[config.mk]
export PLATFORM = sky130hd
export DESIGN_NAME = hazard_fwd_unit
export DESIGN_NICKNAME = d
export VERILOG_FILES = /design/src/rtl/hazard_fwd_unit.sv
export SDC_FILE = /design/constraint.sdc
export NUM_CORES = 1
export LEC_CHECK = 0
export BUFFER_PORTS_ARGS = -buffer_cell sky130_fd_sc_hd__buf_2
export CORE_MARGIN = 10
export CORE_UTILIZATION = 53
export CTS_BUF_LIST = sky130_fd_sc_hd__clkbuf_4
export DETAILED_ROUTE_END_ITERATION = 10
export GPL_ROUTABILITY_DRIVEN = 0
export HOLD_SLACK_MARGIN = 0.02
export PLACE_DENSITY = 0.93
export SLEW_MARGIN = 40
export SYNTH_ARGS = -nofsm -noshare
export SYNTH_HDL_FRONTEND = slang
export SYNTH_SLANG_ARGS = --single-unit
[constraint.sdc]
create_clock -name clk -period 2.2 [get_ports clk]
set_input_delay 0.44 -clock clk [delete_from_list [all_inputs] [get_ports clk]]
set_output_delay 0.44 -clock clk [all_outputs]
set_load 0.005 [all_outputs]
[src/rtl/hazard_fwd_unit.sv]
`default_nettype none
// ============================================================================
// hazard_fwd_unit : load-use stall control and EX operand forwarding selects.
// Define HFU_WB_FWD_EN to enable MEM/WB forwarding; otherwise stall instead.
// Rev 1.0
// ============================================================================
module hazard_fwd_unit #(
  parameter int LOAD_STALL = 1
) (
  input  logic       clk,
  input  logic       reset,
  input  logic [4:0] id_rs,
  input  logic [4:0] id_rt,
  input  logic [4:0] id_dest,
  input  logic       id_regwrite,
  input  logic       id_memread,
  input  logic       flush,
  output logic       stall,
  output logic [1:0] fwd_a,
  output logic [1:0] fwd_b,
  output logic [4:0] ex_dest,
  output logic [4:0] mem_dest,
  output logic [4:0] wb_dest,
  output logic       wb_regwrite
);

  typedef enum logic [0:0] {
    ST_RUN  = 1'b0,
    ST_HOLD = 1'b1
  } state_t;

  localparam logic [1:0] C_HOLD_CNT = 2'(LOAD_STALL - 1);

  state_t     r_state;
  logic [1:0] r_cnt;

  logic [4:0] r_ex_rs, r_ex_rt, r_ex_dest;
  logic       r_ex_regwrite, r_ex_memread;
  logic [4:0] r_mem_dest, r_wb_dest;
  logic       r_mem_regwrite, r_wb_regwrite;

  logic       w_load_hazard;
  logic       w_mem_hazard;
  logic       w_stall;

  // Selects the youngest producer of a source register; $0 never matches.
  function automatic logic [1:0] fwd_sel(input logic [4:0] src,
                                         input logic       mem_rw,
                                         input logic [4:0] mem_d,
                                         input logic       wb_rw,
                                         input logic [4:0] wb_d);
    logic [1:0] sel;
    sel = 2'b00;
    if (mem_rw && (mem_d != 5'd0) && (mem_d == src))
      sel = 2'b01;
`ifdef HFU_WB_FWD_EN
    else if (wb_rw && (wb_d != 5'd0) && (wb_d == src))
      sel = 2'b10;
`else
    else if (wb_rw && (wb_d == src) && 1'b0)
      sel = 2'b00;
`endif
    return sel;
  endfunction

  assign w_load_hazard = r_ex_memread && r_ex_regwrite && (r_ex_dest != 5'd0) &&
                         ((id_rs == r_ex_dest) || (id_rt == r_ex_dest));

`ifdef HFU_WB_FWD_EN
  assign w_mem_hazard = 1'b0;
`else
  // Without the WB path the reader waits until the producer writes the regfile.
  assign w_mem_hazard = r_mem_regwrite && (r_mem_dest != 5'd0) &&
                        ((id_rs == r_mem_dest) || (id_rt == r_mem_dest));
`endif

  always_comb begin
    w_stall = 1'b0;
    if (!flush) begin
      if (r_state == ST_HOLD)
        w_stall = 1'b1;
      else
        w_stall = w_load_hazard || w_mem_hazard;
    end
  end

  always_ff @(posedge clk) begin
    if (reset) begin
      r_state <= ST_RUN;
      r_cnt   <= 2'd0;
    end else if (flush) begin
      r_state <= ST_RUN;
      r_cnt   <= 2'd0;
    end else begin
      case (r_state)
        ST_RUN: begin
          if (w_load_hazard && (LOAD_STALL > 1)) begin
            r_state <= ST_HOLD;
            r_cnt   <= C_HOLD_CNT;
          end
        end
        ST_HOLD: begin
          r_cnt <= r_cnt - 2'd1;
          if (r_cnt == 2'd1)
            r_state <= ST_RUN;
        end
        default: begin
          r_state <= ST_RUN;
          r_cnt   <= 2'd0;
        end
      endcase
    end
  end

  always_ff @(posedge clk) begin
    if (reset) begin
      r_ex_rs        <= 5'd0;
      r_ex_rt        <= 5'd0;
      r_ex_dest      <= 5'd0;
      r_ex_regwrite  <= 1'b0;
      r_ex_memread   <= 1'b0;
      r_mem_dest     <= 5'd0;
      r_mem_regwrite <= 1'b0;
      r_wb_dest      <= 5'd0;
      r_wb_regwrite  <= 1'b0;
    end else begin
      r_mem_dest     <= r_ex_dest;
      r_mem_regwrite <= r_ex_regwrite;
      r_wb_dest      <= r_mem_dest;
      r_wb_regwrite  <= r_mem_regwrite;
      if (w_stall || flush) begin
        r_ex_rs       <= 5'd0;
        r_ex_rt       <= 5'd0;
        r_ex_dest     <= 5'd0;
        r_ex_regwrite <= 1'b0;
        r_ex_memread  <= 1'b0;
      end else begin
        r_ex_rs       <= id_rs;
        r_ex_rt       <= id_rt;
        r_ex_dest     <= id_dest;
        r_ex_regwrite <= id_regwrite;
        r_ex_memread  <= id_memread;
      end
    end
  end

  assign stall       = w_stall;
  assign fwd_a       = fwd_sel(r_ex_rs, r_mem_regwrite, r_mem_dest, r_wb_regwrite, r_wb_dest);
  assign fwd_b       = fwd_sel(r_ex_rt, r_mem_regwrite, r_mem_dest, r_wb_regwrite, r_wb_dest);
  assign ex_dest     = r_ex_dest;
  assign mem_dest    = r_mem_dest;
  assign wb_dest     = r_wb_dest;
  assign wb_regwrite = r_wb_regwrite;

endmodule
`default_nettype wire

==> reports/results.tsv <==
stage	metric	value	unit
run_status	status	complete, but fails checks	
run_status	violations	setup timing	
die	die-width	72.6	um
global_routing	grt_max_degree	18	
sta	slew_violations	0	
final_layout	post-route-util	65.1	%
synth	ys_seq_area_share	43.7	%
synth	ys_ff_latch	32	
drt	drtPass1Iterations	4	
synth	netlist.area_leader.share	43.7	%
global_routing	globalRoute.totalOverflow	0	
cts	clk_latency	0.34	ns
placed_design	dp_cells	212	
synth	avgSynthCellArea	9.84	sq um
sta	min_period	2.25	ns
setup_path	crit_fanout	3	
power_and_ir_drop	worst_ir_drop_vdd	0.000376	V
final_layout	diodes	0	
sta	post-route-period-util	102	%
global_routing	met1_usage	14.2	%
power_and_ir_drop	power	1.03	mW
global_routing	grt_antenna_before_repair	0	
setup_path	crit_path_start_kind	flip-flop	
flow_run	drv_cap	0	
final_layout	synthToLayoutAreaGrowth	20.3	%
setup_path	arrival	1.81	ns
synth	syn_inst	149	
drt	ant_nets	0	
global_routing	grt_pass1_wl	5.38	mm
power_and_ir_drop	p_per_area	583	nW/um^2
synth	synthDistinctLibCells	26	
sta	finalClockSkew	0.0106	ns
sta	fmax	445	MHz
synth	synth_area	1470	sq um
drt	wl_per_cell	14.7	um
sta	final-setup-viol-count	1	
synth	yosys_warnings	0	
setup_path	crit_type	reg -> out	
cts	cts_tree	built	
final_layout	final_nets	214	
sta	finalHoldViolCount	0	
drt	via_count	1129	
synth	synthTopCellsByArea	dfxtp_1, xor2_1, nor3_2	
sta	fin_ws	-0.0453	ns
cts	htreeDepth	2	
global_routing	grt_pass1_vias	1146	
drt	drt_iter0_markers	54	
drt	routed_via_density	5.04	
cts	cts_root_buf	clkbuf_4	
cts	cts.sinks	32	
global_routing	grt-busiest-layer	met2	
die	core_area	2710	sq um
sta	fin_tns_setup	-0.0453	ns
final_layout	final_common_cell	buf_2	
synth	yosysTopAreaCell	dfxtp_1	
setup_path	required	1.76	ns
die	fp.dieArea	5270	sq um
die	fp-row-count	19	
cts	cts_buffer_depth	2	
cts	postCtsHoldBufs	0	
die	fp.dieH	72.6	um
final_layout	post_route_cells_drive_above_1_share	38.3	%
global_routing	met2_usage	21.8	%
min_path	worstHoldPathType	in -> reg	
drt	drt-total-wl	3.30	mm
cts	clk_transition_reported_paths	0.09	ns
die	ios	41	
placed_design	numPortBuffers	38	
setup_path	endpoint_kind	output port	
final_layout	final_cell_mix	buf_2, dfxtp_1, xor2_1	
global_routing	grt_usage	13.1	%
placed_design	place_ws	0.184	ns
cts	cts-buffers-inserted	5	
final_layout	final_cells	224	
sta	rsz0062_at_grt	yes	
power_and_ir_drop	leakagePower	0.849	nW
die	start_util	54.1	%
drt	drc	0	
placed_design	dpl.hpwl	2.47	mm
global_routing	grtUsageMet3	4.90	%
-- registers in the layout (all words and copies together), names as in the netlist --
name and cells:
r_state 1, r_ex_memread 1, r_ex_rt 5, r_cnt 2, ex_dest 5, r_mem_regwrite 1, r_ex_regwrite 1, r_ex_rs 5
wb_dest 5, wb_regwrite 1, mem_dest 5
-- path summary, 6_finish.rpt --
path / slack, ns / start / endpoint / cells after the start
worst max-delay path: -0.05 / mem_dest[2] / stall / 5
worst min-delay path: 0.31 / id_dest[2] / ex_dest[2] / 3
worst max register to register: 0.52 / ex_dest[1] / r_ex_rt[0] / 6
worst min register to register: 0.47 / r_ex_regwrite / r_mem_regwrite / 1
-- synth_stat cells, drive strengths merged --
cell and n:
conb 1, clkbuf 2, nor4b 1, nand3 4, a22oi 1, a211oi 1
nand2 18, o21ba 1, inv 1, mux2i 1, nor4 2, nor2b 12
nor2 4, o21ai 1, xnor2 11, nor3 23, ha 1, buf 9
xor2 20, dfxtp 32, or4 2, o21bai 1
-- cell families after synthesis --
kind of cell / Yosys count / synth area share (%)
flops: 32 / 43.7
mux: 1 / 0.683
compound gates: 5 / 4.44
buf+inv: 12 / 5.46
fa+ha+maj: 1 / 0.853
other cells: 1 / 0.256
xor+xnor: 31 / 18.5
simple gates: 66 / 26.1
-- power breakdown --
part           total [mW]  internal (mW)  switching (mW)
sequential          0.609          0.594          0.0145
combinational       0.121         0.0599          0.0606
clock               0.300          0.111           0.189
-- layer usage --
metal	vias to the layer above	share of wire [%]
met4	0	2.1
met1	516	40
met3	6	6.7
met5	-	0
met2	39	51
li1	568	-
-- metrics by stage --
stage                     hold slack (ns)  area [sq um]
after floorplan                     0.438          1470
after global placement              0.450          1650
after detailed placement            0.453          1650
after CTS                           0.296          1760
after global routing                0.323          1760
final                               0.308          1760
-- area by class of cell --
type / count / area [sq um]
Sequential cell: 32 / 657
Clock inverter: 2 / 7.51
Multi-Input combinational cell: 106 / 756
Tap cell: 31 / 38.8
Timing Repair Buffer: 47 / 264
Inverter: 1 / 3.75
Fill cell: 219 / 946
Clock buffer: 5 / 37.5
-- worst max-delay path: stages, from the launching register on --
cell and delay [ns]:
dfxtp_4 0.35, or4_4 0.54, o21ai_4 0.21, o21bai_4 0.08
o21ba_4 0.19, buf_6 0.11
-- timing repair --
| item | 4_1_cts | 5_1_grt |
|---|---|---|
| hold endpoints to repair | 0 | 0 |
| resized for setup | 9 | 3 |
| buffers inserted | 5 | 0 |
| endpoints found under the setup margin | 3 | 2 |
| pin swaps | 2 | 1 |
Power figures use the tool's default switching activity.
